**config.mk**
```make
export PLATFORM = sky130hd
export DESIGN_NAME = axi_txn_scheduler
export DESIGN_NICKNAME = d
export VERILOG_FILES = /design/src/rtl/axi_txn_scheduler.sv
export SDC_FILE = /design/constraint.sdc
export NUM_CORES = 1
export LEC_CHECK = 0
export ABC_AREA = 1
export CAP_MARGIN = 20
export CELL_PAD_IN_SITES_DETAIL_PLACEMENT = 1
export CELL_PAD_IN_SITES_GLOBAL_PLACEMENT = 1
export CORE_MARGIN = 5
export CORE_UTILIZATION = 32
export CTS_CLUSTER_SIZE = 24
export DETAILED_ROUTE_END_ITERATION = 8
export MAX_ROUTING_LAYER = met4
export PLACE_DENSITY_LB_ADDON = 0.1
export SETUP_SLACK_MARGIN = 0.15
export SYNTH_ARGS = -nofsm -noshare
export SYNTH_HDL_FRONTEND = slang
export SYNTH_SLANG_ARGS = --single-unit
export TNS_END_PERCENT = 100
```
**constraint.sdc**
```tcl
create_clock -name clk -period 3.15 [get_ports clk]
set_input_delay 0.945 -clock clk [delete_from_list [all_inputs] [get_ports clk]]
set_output_delay 0.945 -clock clk [all_outputs]
set_load 0.03 [all_outputs]
```
**src/rtl/axi_txn_scheduler.sv**
```systemverilog
// AXI transaction scheduler: arbitrates periodic poll reads and host read/write
// requests onto a single-outstanding AXI master, with completion timeout and
// a timed reset/recovery phase.
module axi_txn_scheduler #(
  parameter int unsigned POLL_PERIOD = 50000,
  parameter logic [31:0] POLL_ADDR   = 32'h0000_00A0,
  parameter int unsigned TIMEOUT     = 4095,
  parameter int unsigned RST_HOLD    = 16
) (
  input  logic        clk,
  input  logic        rst,
  input  logic        i_enable,
  input  logic        i_rd_req,
  input  logic [31:0] i_rd_addr,
  input  logic        i_wr_req,
  input  logic [31:0] i_wr_addr,
  input  logic [63:0] i_wr_data,
  output logic        o_rd_ack,
  output logic        o_wr_ack,
  output logic        o_initreadtxn,
  output logic        o_initwritetxn,
  output logic [31:0] o_readAdress,
  output logic [31:0] o_write_address,
  output logic [63:0] o_write_payload,
  input  logic        i_read_TxnDone,
  input  logic        i_write_TxnDone,
  output logic        o_axi_reset,
  output logic        o_busy,
  output logic        o_timeout_err,
  output logic        o_poll_done
);

  localparam int unsigned PollW = (POLL_PERIOD > 1) ? $clog2(POLL_PERIOD) : 1;
  localparam int unsigned ToW   = (TIMEOUT > 0) ? $clog2(TIMEOUT + 1) : 1;
  localparam int unsigned RecW  = (RST_HOLD > 1) ? $clog2(RST_HOLD) : 1;

  typedef enum logic [2:0] {
    StIdle,
    StRdIssue,
    StRdWait,
    StWrIssue,
    StWrWait,
    StRecover
  } state_e;

  state_e state_q, state_d;

  logic [PollW-1:0] poll_cnt_q, poll_cnt_d;
  logic             poll_pend_q, poll_pend_d;
  logic             poll_wrap;
  // 1: write wins the next read/write tie, 0: read wins
  logic             rr_wr_q, rr_wr_d;
  logic [ToW-1:0]   to_cnt_q, to_cnt_d;
  logic [ToW-1:0]   to_cnt_inc;
  logic [RecW-1:0]  rec_cnt_q, rec_cnt_d;
  logic             is_poll_q, is_poll_d;

  logic [31:0] rd_addr_q, rd_addr_d;
  logic [31:0] wr_addr_q, wr_addr_d;
  logic [63:0] wr_data_q, wr_data_d;
  logic        rd_ack_q, rd_ack_d;
  logic        wr_ack_q, wr_ack_d;
  logic        init_rd_q, init_rd_d;
  logic        init_wr_q, init_wr_d;
  logic        poll_done_q, poll_done_d;
  logic        to_err_q, to_err_d;

  logic grant_poll, grant_rd, grant_wr;

  // Free-running poll timer; runs in every FSM state while enabled.
  always_comb begin
    poll_cnt_d = poll_cnt_q;
    poll_wrap  = 1'b0;
    if (!i_enable) begin
      poll_cnt_d = '0;
    end else if (poll_cnt_q == PollW'(POLL_PERIOD - 1)) begin
      poll_cnt_d = '0;
      poll_wrap  = 1'b1;
    end else begin
      poll_cnt_d = poll_cnt_q + 1'b1;
    end
  end

  // Arbitration in IDLE: pending poll first, then round-robin between host requests.
  always_comb begin
    grant_poll = 1'b0;
    grant_rd   = 1'b0;
    grant_wr   = 1'b0;
    if (state_q == StIdle) begin
      if (poll_pend_q) begin
        grant_poll = 1'b1;
      end else begin
        grant_rd = i_rd_req && (!i_wr_req || !rr_wr_q);
        grant_wr = i_wr_req && (!i_rd_req || rr_wr_q);
      end
    end
  end

  // Poll pending flag: a wrap sets it (no queueing), a poll grant clears it.
  always_comb begin
    poll_pend_d = poll_pend_q;
    if (!i_enable) begin
      poll_pend_d = 1'b0;
    end else if (poll_wrap) begin
      poll_pend_d = 1'b1;
    end else if (grant_poll) begin
      poll_pend_d = 1'b0;
    end
  end

  assign to_cnt_inc = to_cnt_q + 1'b1;

  // Main FSM next-state and registered-output logic.
  always_comb begin
    state_d     = state_q;
    rr_wr_d     = rr_wr_q;
    to_cnt_d    = to_cnt_q;
    rec_cnt_d   = rec_cnt_q;
    is_poll_d   = is_poll_q;
    rd_addr_d   = rd_addr_q;
    wr_addr_d   = wr_addr_q;
    wr_data_d   = wr_data_q;
    to_err_d    = to_err_q;
    rd_ack_d    = 1'b0;
    wr_ack_d    = 1'b0;
    init_rd_d   = 1'b0;
    init_wr_d   = 1'b0;
    poll_done_d = 1'b0;

    unique case (state_q)
      StIdle: begin
        if (grant_poll) begin
          // Poll grants leave the round-robin pointer untouched
          state_d   = StRdIssue;
          is_poll_d = 1'b1;
          rd_addr_d = POLL_ADDR;
          init_rd_d = 1'b1;
        end else if (grant_rd) begin
          state_d   = StRdIssue;
          is_poll_d = 1'b0;
          rd_addr_d = i_rd_addr;
          init_rd_d = 1'b1;
          rd_ack_d  = 1'b1;
          rr_wr_d   = 1'b1;
        end else if (grant_wr) begin
          state_d   = StWrIssue;
          is_poll_d = 1'b0;
          wr_addr_d = i_wr_addr;
          wr_data_d = i_wr_data;
          init_wr_d = 1'b1;
          wr_ack_d  = 1'b1;
          rr_wr_d   = 1'b0;
        end
      end

      StRdIssue: begin
        state_d  = StRdWait;
        to_cnt_d = '0;
      end

      StWrIssue: begin
        state_d  = StWrWait;
        to_cnt_d = '0;
      end

      StRdWait: begin
        // Done is checked before the timeout so a same-cycle done wins
        if (i_read_TxnDone) begin
          state_d     = StIdle;
          poll_done_d = is_poll_q;
        end else if (to_cnt_inc == ToW'(TIMEOUT)) begin
          state_d   = StRecover;
          rec_cnt_d = '0;
          to_err_d  = 1'b1;
        end else begin
          to_cnt_d = to_cnt_inc;
        end
      end

      StWrWait: begin
        if (i_write_TxnDone) begin
          state_d = StIdle;
        end else if (to_cnt_inc == ToW'(TIMEOUT)) begin
          state_d   = StRecover;
          rec_cnt_d = '0;
          to_err_d  = 1'b1;
        end else begin
          to_cnt_d = to_cnt_inc;
        end
      end

      StRecover: begin
        if (rec_cnt_q == RecW'(RST_HOLD - 1)) begin
          state_d = StIdle;
        end else begin
          rec_cnt_d = rec_cnt_q + 1'b1;
        end
      end

      default: begin
        state_d = StIdle;
      end
    endcase
  end

  // State and output registers; reset parks the FSM in RECOVER.
  always_ff @(posedge clk) begin
    if (rst) begin
      state_q     <= StRecover;
      poll_cnt_q  <= '0;
      poll_pend_q <= 1'b0;
      rr_wr_q     <= 1'b0;
      to_cnt_q    <= '0;
      rec_cnt_q   <= '0;
      is_poll_q   <= 1'b0;
      rd_addr_q   <= '0;
      wr_addr_q   <= '0;
      wr_data_q   <= '0;
      rd_ack_q    <= 1'b0;
      wr_ack_q    <= 1'b0;
      init_rd_q   <= 1'b0;
      init_wr_q   <= 1'b0;
      poll_done_q <= 1'b0;
      to_err_q    <= 1'b0;
    end else begin
      state_q     <= state_d;
      poll_cnt_q  <= poll_cnt_d;
      poll_pend_q <= poll_pend_d;
      rr_wr_q     <= rr_wr_d;
      to_cnt_q    <= to_cnt_d;
      rec_cnt_q   <= rec_cnt_d;
      is_poll_q   <= is_poll_d;
      rd_addr_q   <= rd_addr_d;
      wr_addr_q   <= wr_addr_d;
      wr_data_q   <= wr_data_d;
      rd_ack_q    <= rd_ack_d;
      wr_ack_q    <= wr_ack_d;
      init_rd_q   <= init_rd_d;
      init_wr_q   <= init_wr_d;
      poll_done_q <= poll_done_d;
      to_err_q    <= to_err_d;
    end
  end

  assign o_rd_ack        = rd_ack_q;
  assign o_wr_ack        = wr_ack_q;
  assign o_initreadtxn   = init_rd_q;
  assign o_initwritetxn  = init_wr_q;
  assign o_readAdress    = rd_addr_q;
  assign o_write_address = wr_addr_q;
  assign o_write_payload = wr_data_q;
  assign o_poll_done     = poll_done_q;
  assign o_timeout_err   = to_err_q;
  // rst forces these immediately so they are correct from the first reset cycle
  assign o_axi_reset     = rst || (state_q == StRecover);
  assign o_busy          = !rst && (state_q != StIdle);

endmodule

```
# --- Word-level counts from Yosys, hierarchy flattened ---
# Index checks and enable logic that the tools add are counted.
# Widths: inputs -> output; s select.
classes:
  n_addsub: 3
  n_eq_ne: 13
  muxes: 40
  bitwise: 6
  reduce_logical: 34
op_table:
  columns: ["cell", "count"]
  rows:
  - ["$mux 32", 2]
  - ["$mux 12", 3]
  - ["$pmux 12 s3", 1]
  - ["$mux 3", 7]
  - ["$mux 1", 20]
  - ["$pmux 3 s6", 1]
  - ["$add 16x1->16 const B", 1]
  - ["$eq 16x16->1 const B", 1]
  - ["$mux 4", 4]
  - ["$add 12x1->12 const B", 1]
  - ["$eq 12x12->1 const B", 1]
  - ["$pmux 4 s3", 1]
  - ["$reduce_bool 3->1", 4]
  - ["$reduce_and 3->1", 3]
  - ["$reduce_or 3->1", 3]
  - ["$ne 2x2->1 const B", 4]
  - ["$reduce_and 4->1", 2]
  - ["$reduce_bool 2->1", 4]
  - ["$eq 3x2->1 const B", 2]
  - ["$eq 3x3->1 const B", 2]
  - ["$not 1->1", 6]
  - ["$reduce_and 2->1", 3]
  - ["$reduce_or 2->1", 3]
  - ["$add 4x1->4 const B", 1]
  - ["9 further kinds", 16]
totals:
  reg_bits: 171
  inputBits: 135

# --- Depth between registers and ports, before layout ---
# Gate-level depths: netlist (run 1).
depth:
  word_depth: 9
  depth_mapped: 15
  mapped_depth_nobuf: 15

# --- Worst setup path before layout (run 1) ---
# No wires, ideal clock.
synth_timing:
  kind: "input -> output"
  startpoint: "in rst"
  endpoint: "out o_busy"
  arrival_ps: 1558
  t_required_ps: 2205
  setup_slack_ps: 647
  path_stages: 2
  n_path_buf: 1
  path_cell_list: "clkbuf_1 > nor2_1"
synth_via:
  elab_chain_cells: 2
synth_rtl:
  columns: ["item", "line_no", "text"]
  rows:
  - ["start: declaration", "11", "input logic rst,"]
  - ["$logic_not 1->1", "256", "assign o_busy = !rst && (state_q != StIdle);"]
  - ["$logic_and 1x1->1", "256", null]
  - ["end: declaration", "28", "output logic o_busy,"]
# No other way between the ends.

# --- Worst setup path after layout (run 1) ---
layout_timing:
  startpoint: "in rst"
  endpoint: "out o_axi_reset"
layout_via:
  elab_chain_cells: 1
layout_rtl:
  columns: ["item", "line_no", "text"]
  rows:
  - ["$logic_or 1x1->1", "255", "assign o_axi_reset = rst || (state_q == StRecover);"]
  - ["end: declaration", "27", "output logic o_axi_reset,"]
# No other way between the ends.

==> results of run 1 <==
-- cell type report --
cell class | instances | area [µm²] | share of cell area (%)
sequential | 171 | 3420 | 34.0
timing repair buffer | 283 | 2830 | 28.1
multi-input combinational | 559 | 2720 | 27.0
clock buffer | 21 | 460 | 4.57
tap | 270 | 338 | 3.35
inverter | 45 | 170 | 1.69
clock inverter | 10 | 119 | 1.18
antenna | 2 | 5.00 | 0.0497
-- metal layers --
metal,vias up,share of wire [%],global-route usage (%)
met3,25,6.9,7.10
met5,-,0,-
met2,134,50,33.7
met4,0,1.6,5.18
li1,3220,-,-
met1,3070,42,23.0
-- flip-flops by register name, summed over array words and instances (netlist names), 3 cells and up --
register         cells
o_write_payload     64
state_q              3
rec_cnt_q            4
to_cnt_q            12
o_write_address     32
poll_cnt_q          16
o_readAdress        32
-- cell families after synthesis --
| group | Yosys count | share of synthesized area (%) |
|---|---|---|
| xor+xnor | 4 | 0.537 |
| flops | 171 | 52.5 |
| simple gates | 377 | 24.3 |
| buf+inv | 92 | 5.87 |
| compound gates | 174 | 16.0 |
| fa+ha+maj | 4 | 0.767 |
-- synth_stat cells (all sizes together) --
library cell / n / area (µm²)
ha: 4 / 50.1
clkbuf: 29 / 109
nand3b: 2 / 15.0
nor3b: 1 / 7.51
inv: 45 / 169
nand3: 31 / 180
or2: 6 / 37.5
a32o: 30 / 300
o211ai: 1 / 7.51
xnor2: 1 / 8.76
o2111ai: 2 / 17.5
o21ai: 107 / 536
a21oi: 30 / 154
nor4: 2 / 12.5
dfxtp: 171 / 3420
o41ai: 1 / 8.76
o21a: 2 / 15.0
nor2: 230 / 893
a31oi: 1 / 6.26
xor2: 3 / 26.3
nand4: 7 / 43.8
nand2: 90 / 348
nor3: 8 / 50.1
buf: 18 / 105
-- worst min path at each step --
stage / end / cells past startpoint / slack, ns / startpoint
2_1_floorplan: poll_cnt_q[0] / 1 / 0.42 / poll_cnt_q[0]
3_3_place_gp: poll_cnt_q[0] / 1 / 0.43 / poll_cnt_q[0]
3_5_place_dp: poll_cnt_q[0] / 1 / 0.44 / poll_cnt_q[0]
4_1_cts: o_poll_done / 2 / 0.46 / is_poll_q
5_1_grt: o_poll_done / 2 / 0.47 / is_poll_q
6_report: o_poll_done / 2 / 0.45 / is_poll_q
-- metrics by stage --
step | std cells | hold slack, ns | power, mW
after floorplan | 822 | 0.418 | 2.56
after global placement | 1328 | 0.433 | 2.85
after detailed placement | 1328 | 0.443 | 2.85
after CTS | 1359 | 0.459 | 4.96
after global routing | 1360 | 0.474 | 5.11
final | 1361 | 0.453 | 4.88
-- critical path, delay by kind of cell --
| kind | cells | cell delay [ns] |
|---|---|---|
| buffers and inverters | 3 | 0.80 |
| and+or+nand+nor | 1 | 0.07 |
-- report_power, final --
group / internal, mW / switching [mW] / total [mW]
combinational: 0.271 / 0.283 / 0.554
clock: 1.21 / 0.872 / 2.08
sequential: 2.21 / 0.0379 / 2.24
==> results.md, run 1 <==
- Yosys warns: 0
- Distinct cells, synth: 35
- Worst Tran Pin Value: 0.748 ns
- Cell Area, Placed: 9490 µm²
- Layout cells sized above 1: roughly 6.5%
- Site row count: 52
- Post-CTS Setup Repair Bufs: 0
- Seq cells post-synth: approximately 170
- Drt drc: 0
- Worst r2r src: to_cnt_q[1]
- CP Launch Type: input port
- 1st-iter DRT viols: ~290
- Total grt overflow: 0
- Largest net degree at the start of global routing: 98
- Fin area: 10100 µm²
- Worst setup path start: rst
- Port-buffer cells: 270
- Die Wd: 153 µm
- Status: finished, final reports clean
- Via-to-Cell Ratio: 4.74
- Drt pass-1 iters: 4
- Wire per inst: approximately 17 µm
- Reg2Reg Depth: 12
- Max-cap violations: 0
- Core ar.: around 20000 µm²
- Final core area utilization: 49.9%
- Crit path kind: input port to output port
- Nets: 1216
- Post-Syn Instances: between 800 and 900
- Crit path DAT: 1.82 ns
- Worst R2R Setup Slack: 0.74 ns
- DIE AREA: 23300 µm²
- Seq/Total Area, Yosys: 52.5%
- Critical-path cell list: clkdlybuf4s50_1 -> clkinv_2 -> nand2_1 -> buf_4
- DRT antenna net count: 0
- Number of global-route vias before repair: 6857
- Final min period: 2.76 ns
- GRT Util Overall: 20.1%
- Final worst clock skew: 0.00998 ns
- Final worst slack: approximately 0.39 ns
- First-pass GRT wire length: 36700 µm
- Clock Pin Slew Worst Setup and Hold Paths: roughly 0.070 ns
- Vias: 6449
- Final setup violation count: 0
- Max-slew violations: 0
- F_max: roughly 0.36 GHz
- Critical path's largest stage delay: 0.55 ns
- Synth Area per Inst: about 7.9 µm²
- Final wirelength: 23200 µm
- Clk buf depth: 2
- Final Hold Viols: 0
- Final worst-path cycle share: between 80% and 90%
- Initial Util: 32.3%
- Post-route setup TNS: 0 ns
- Antenna violations before repair: 1
- Crit path required time: 2.20 ns
- Filler cells: 2423
- Mapped Area: 6520 µm²
- Critical Path End: o_axi_reset
- Critical Path End Type: output port
- Clk Latency, worst-skew pair: ~0.42 ns
- DP HPWL: 16800 µm
- Lkg Pwr: 3.92 nW
- Worst hold path class: register to register
- Power per cell area: just under 500 nW/µm²
- Pre-CTS WS: roughly 0.38 ns
- TritonCTS clock tree: done
- CTS Buf Count: 17
- RR Endpoint: to_cnt_q[3]
- Most frequent cells in the layout: 268 x clkdlybuf4s50_1, 224 x nor2_1, 171 x dfxtp_1
- Clock sinks: 171
- # hold bufs at CTS: 0
- Synthesized Nets: 961
- Commonest non-fill, non-tap cell in the layout: clkdlybuf4s50_1
- Max_slew headroom: 50.1%
- RSZ-0062 raised after global routing: false
- Final GP Congestion: 0.796
- I/O pins: 271
- Die Y: 153 µm
- Crit path max fanout: 4
- Syn-to-layout area delta: 54.4%
- H-tree Lvls: 4
- Critical Path Slowest Stage Cell: clkdlybuf4s50_1
- Root Buffer: clkbuf_16
- Max IR drop VDD: 0.337 mV
- Post-CTS resize count: 0
(Power assumes the default switching activity.)
==> inputs of run 2 (changes only) <==
--- a/config.mk
+++ b/config.mk
@@ -5,12 +5,11 @@
 export SDC_FILE = /design/constraint.sdc
 export NUM_CORES = 1
 export LEC_CHECK = 0
-export ABC_AREA = 1
 export CAP_MARGIN = 20
 export CELL_PAD_IN_SITES_DETAIL_PLACEMENT = 1
 export CELL_PAD_IN_SITES_GLOBAL_PLACEMENT = 1
 export CORE_MARGIN = 5
-export CORE_UTILIZATION = 32
+export CORE_UTILIZATION = 33
 export CTS_CLUSTER_SIZE = 24
 export DETAILED_ROUTE_END_ITERATION = 8
 export MAX_ROUTING_LAYER = met4
==> run 2 against run 1 <==
Net effect:
- clock-buffer cell count shrank 3
- hold slack worse by 0.010 ns
- combinational power fell by 4.3%
- via count shrank 3.8%
- cell count fell by 6.0%
- cell area grew 0.27%
- sequential power about the same
- critical path depth stayed put
- clock skew rose by 0.0014 ns
- fmax fell by 2.0%
- critical endpoint is now o_busy
- largest power group unchanged
==> results.md, run 2 <==
- Clock Pin Slew Worst Setup and Hold Paths: 0.07 ns
- Synth Area per Inst: 8.59 µm²
- Max-cap violations: 0
- DRT antenna net count: 0
- Post-synth EDFFs: 0
- Post-synthesis simple-gate area fraction: a little under a quarter
- Final worst-path cycle share: 89.5%
- Post-synth ARST share: 0%
- Final worst clock skew: 0.0113 ns
- Critical Path End Type: output port
- TritonCTS clock tree: done
- Worst Path Buf+Inv: 1
- Post-Syn Instances: 752
- Top_reg_cell synth: dfxtp_1
- Seq/Total Area, Yosys: 53.0%
- Worst Tran Pin Value: 0.721 ns
- Critical path's largest stage delay: 0.43 ns
- Reg2Reg Depth: 8
- DP HPWL: 15400 µm
- Fin area: about 10000 µm²
- Mux cell area share after synthesis: 0.329%
- Syn-to-layout area delta: 56.4%
- Root Buffer: clkbuf_16
- WHS: about 0.44 ns
- WHS Path Cells: 1
- Distinct cells, synth: 58
- Crit path max fanout: 10
- Worst hold path class: register to register
- Most used cell, CP: nor2_1
- Layout cells sized above 1: 6.40%
- Synthesized Nets: 891
- Grt peak-use layer: met2
- Clk buf depth: 2
- Mapped Area: 6460 µm²
- Yosys warns: 0
- Drt pass-1 iters: 5
- Site row count: 51
- Final Hold Viols: 0
- Tot Pwr: roughly 5.0 mW
- Via-to-Cell Ratio: 4.84
- First-pass GRT wire length: 32900 µm
- Max-slew violations: 0
- Max FFs per register: 64
- Met3 usage in global routing: 5.18%
- GRT Util Overall: 18.9%
- Initial Util: 33.4%
- Antenna violations before repair: 0
- Status: finished, final reports clean
- Max IR drop VDD: 0.359 mV
- Drt drc: 0
- DIE AREA: roughly 22000 µm²
- RSZ-0062 raised after global routing: false
- Crit. path cell count: 4
- Number of global-route vias before repair: between 6000 and 7000
- Clk Latency, worst-skew pair: approximately 0.43 ns
- Crit path DAT: approximately 1.9 ns
- Most frequent cell after synthesis: nand2_1
- Critical path's top delay family: simple AND/OR/NAND/NOR gates
- Final GP Congestion: 0.755
- H-tree Lvls: 4
- Cell Area, Placed: 9470 µm²
- Largest family of logic cells by synthesized area: simple AND/OR/NAND/NOR gates
- Synth cell count leaders: 207 x nand2_1, 171 x dfxtp_1, 108 x a21oi_1, 43 x clkbuf_1, 36 x nor2_1
- Max_slew headroom: 51.9%
- Port-buffer cells: 270
- Critical-path cell list: or2_2 -> nor2_1 -> nor2_1 -> dlygate4sd2_1
- Crit path required time: about 2.2 ns
- Largest net degree at the start of global routing: 135
- CP Launch Type: register
- Clock sinks: 171
- I/O pins: ~270
- Register area: between 3000 and 4000 µm²
- Crit path kind: register to output port
- Power per cell area: 495 nW/µm²
- Commonest non-fill, non-tap cell in the layout: clkdlybuf4s50_1
- Die Y: 150 µm
- Vias: ~6200
- Wire per inst: ~17 µm
- Worst R2R Setup Slack: 0.42 ns
- Multi-input gate area: 2810 µm²
- Post-synth top area share: 53.0%
- Area share of xor/xnor cells in the synthesized design: 2.17%
- Final setup violation count: 0
- Grt met2 use: 31.5%
- 1st-iter DRT viols: 185
- Total grt overflow: 0
- Critical Path Slowest Stage Cell: dfxtp_1
- Area contributors post-synth: dfxtp_1 53%, nand2_1 12%, a21oi_1 8.4%
- Nets: about 1100
- Final wirelength: between 20000 and 25000 µm
- Leading area contributor after synthesis: dfxtp_1
- Filler cells: 2233
- Met1 Use GR: 22.6%
- CTS Buf Count: 17
- F_max: 0.355 GHz
- ANT cells: 0
- Final min period: 2.82 ns
- Core ar.: ~19000 µm²
- Post-Synth Adder-Cell Area: 0.930%
- Most frequent cells in the layout: 267 x clkdlybuf4s50_1, 207 x nand2_1, 171 x dfxtp_1
- Post-route setup TNS: 0 ns
- Die Wd: 150 µm
- Lkg Pwr: between 3 and 4 nW
- Post-synthesis compound-gate area fraction: ~17%
- Seq cells post-synth: approximately 170
-- run 2: changes by cell type in the layout (fill, tap and decap cells not counted), moves of 8 or more --
cell,delta
nor2_1,-189
nand2_1,+121
o21ai_0,-96
a21oi_1,+80
inv_1,-35
a22o_1,+32
a32o_1,-30
nand3_1,-15
nor4b_1,+8
-- run 2: per-layer routing --
metal / part of all wire (%) / wire length (µm) / vias up
li1: - / - / 3054
met1: 44 / 9510 / 2937
met2: 47 / 10100 / 183
met3: 6.6 / 1420 / 27
met4: 1.7 / 359 / 0
met5: 0 / 0 / -
-- run 2: where the power goes --
group | internal (mW) | switching (mW) | total (mW)
clock network | 1.29 | 0.929 | 2.22
registers | 2.20 | 0.0443 | 2.25
logic | 0.273 | 0.258 | 0.530
-- run 2: final cells by class --
| cell class | count | area share [%] |
|---|---|---|
| flip-flops and latches | 171 | 33.9 |
| repair buffers | 285 | 28.6 |
| multi-input cells | 520 | 27.8 |
| clock buffers | 18 | 4.35 |
| well taps | 265 | 3.28 |
| clock inverters | 14 | 1.86 |
| inverters | 7 | 0.260 |
-- run 2: path summary, 6_finish.rpt --
path                                     from            end
worst min register to register  poll_cnt_q[0]  poll_cnt_q[0]
worst max-delay path               state_q[0]         o_busy
worst max register to register    to_cnt_q[1]    to_cnt_q[6]
worst min-delay path            poll_cnt_q[0]  poll_cnt_q[0]
-- run 2: cell families after synthesis --
group	Yosys count
muxes	2
buffers and inverters	61
DFF	171
xor gates and xnor gates	16
adders and majority gates	5
and+or+nand+nor	325
AOI/OAI and AO/OA	172
-- run 2: stage by stage --
stage	worst slack, ns	std cells	utilization, %
final	0.331	1280	52.2
after global routing	0.213	1280	52.2
after CTS	0.309	1280	52.2
after detailed placement	0.368	1248	49.0
after global placement	0.356	1248	49.0
after floorplan	0.158	752	-
-- run 2: repair_timing --
action	4_1_cts	5_1_grt
hold buffers	0	0
resized for setup	1	0
setup buffers	0	0
endpoints found under the setup margin	1	0
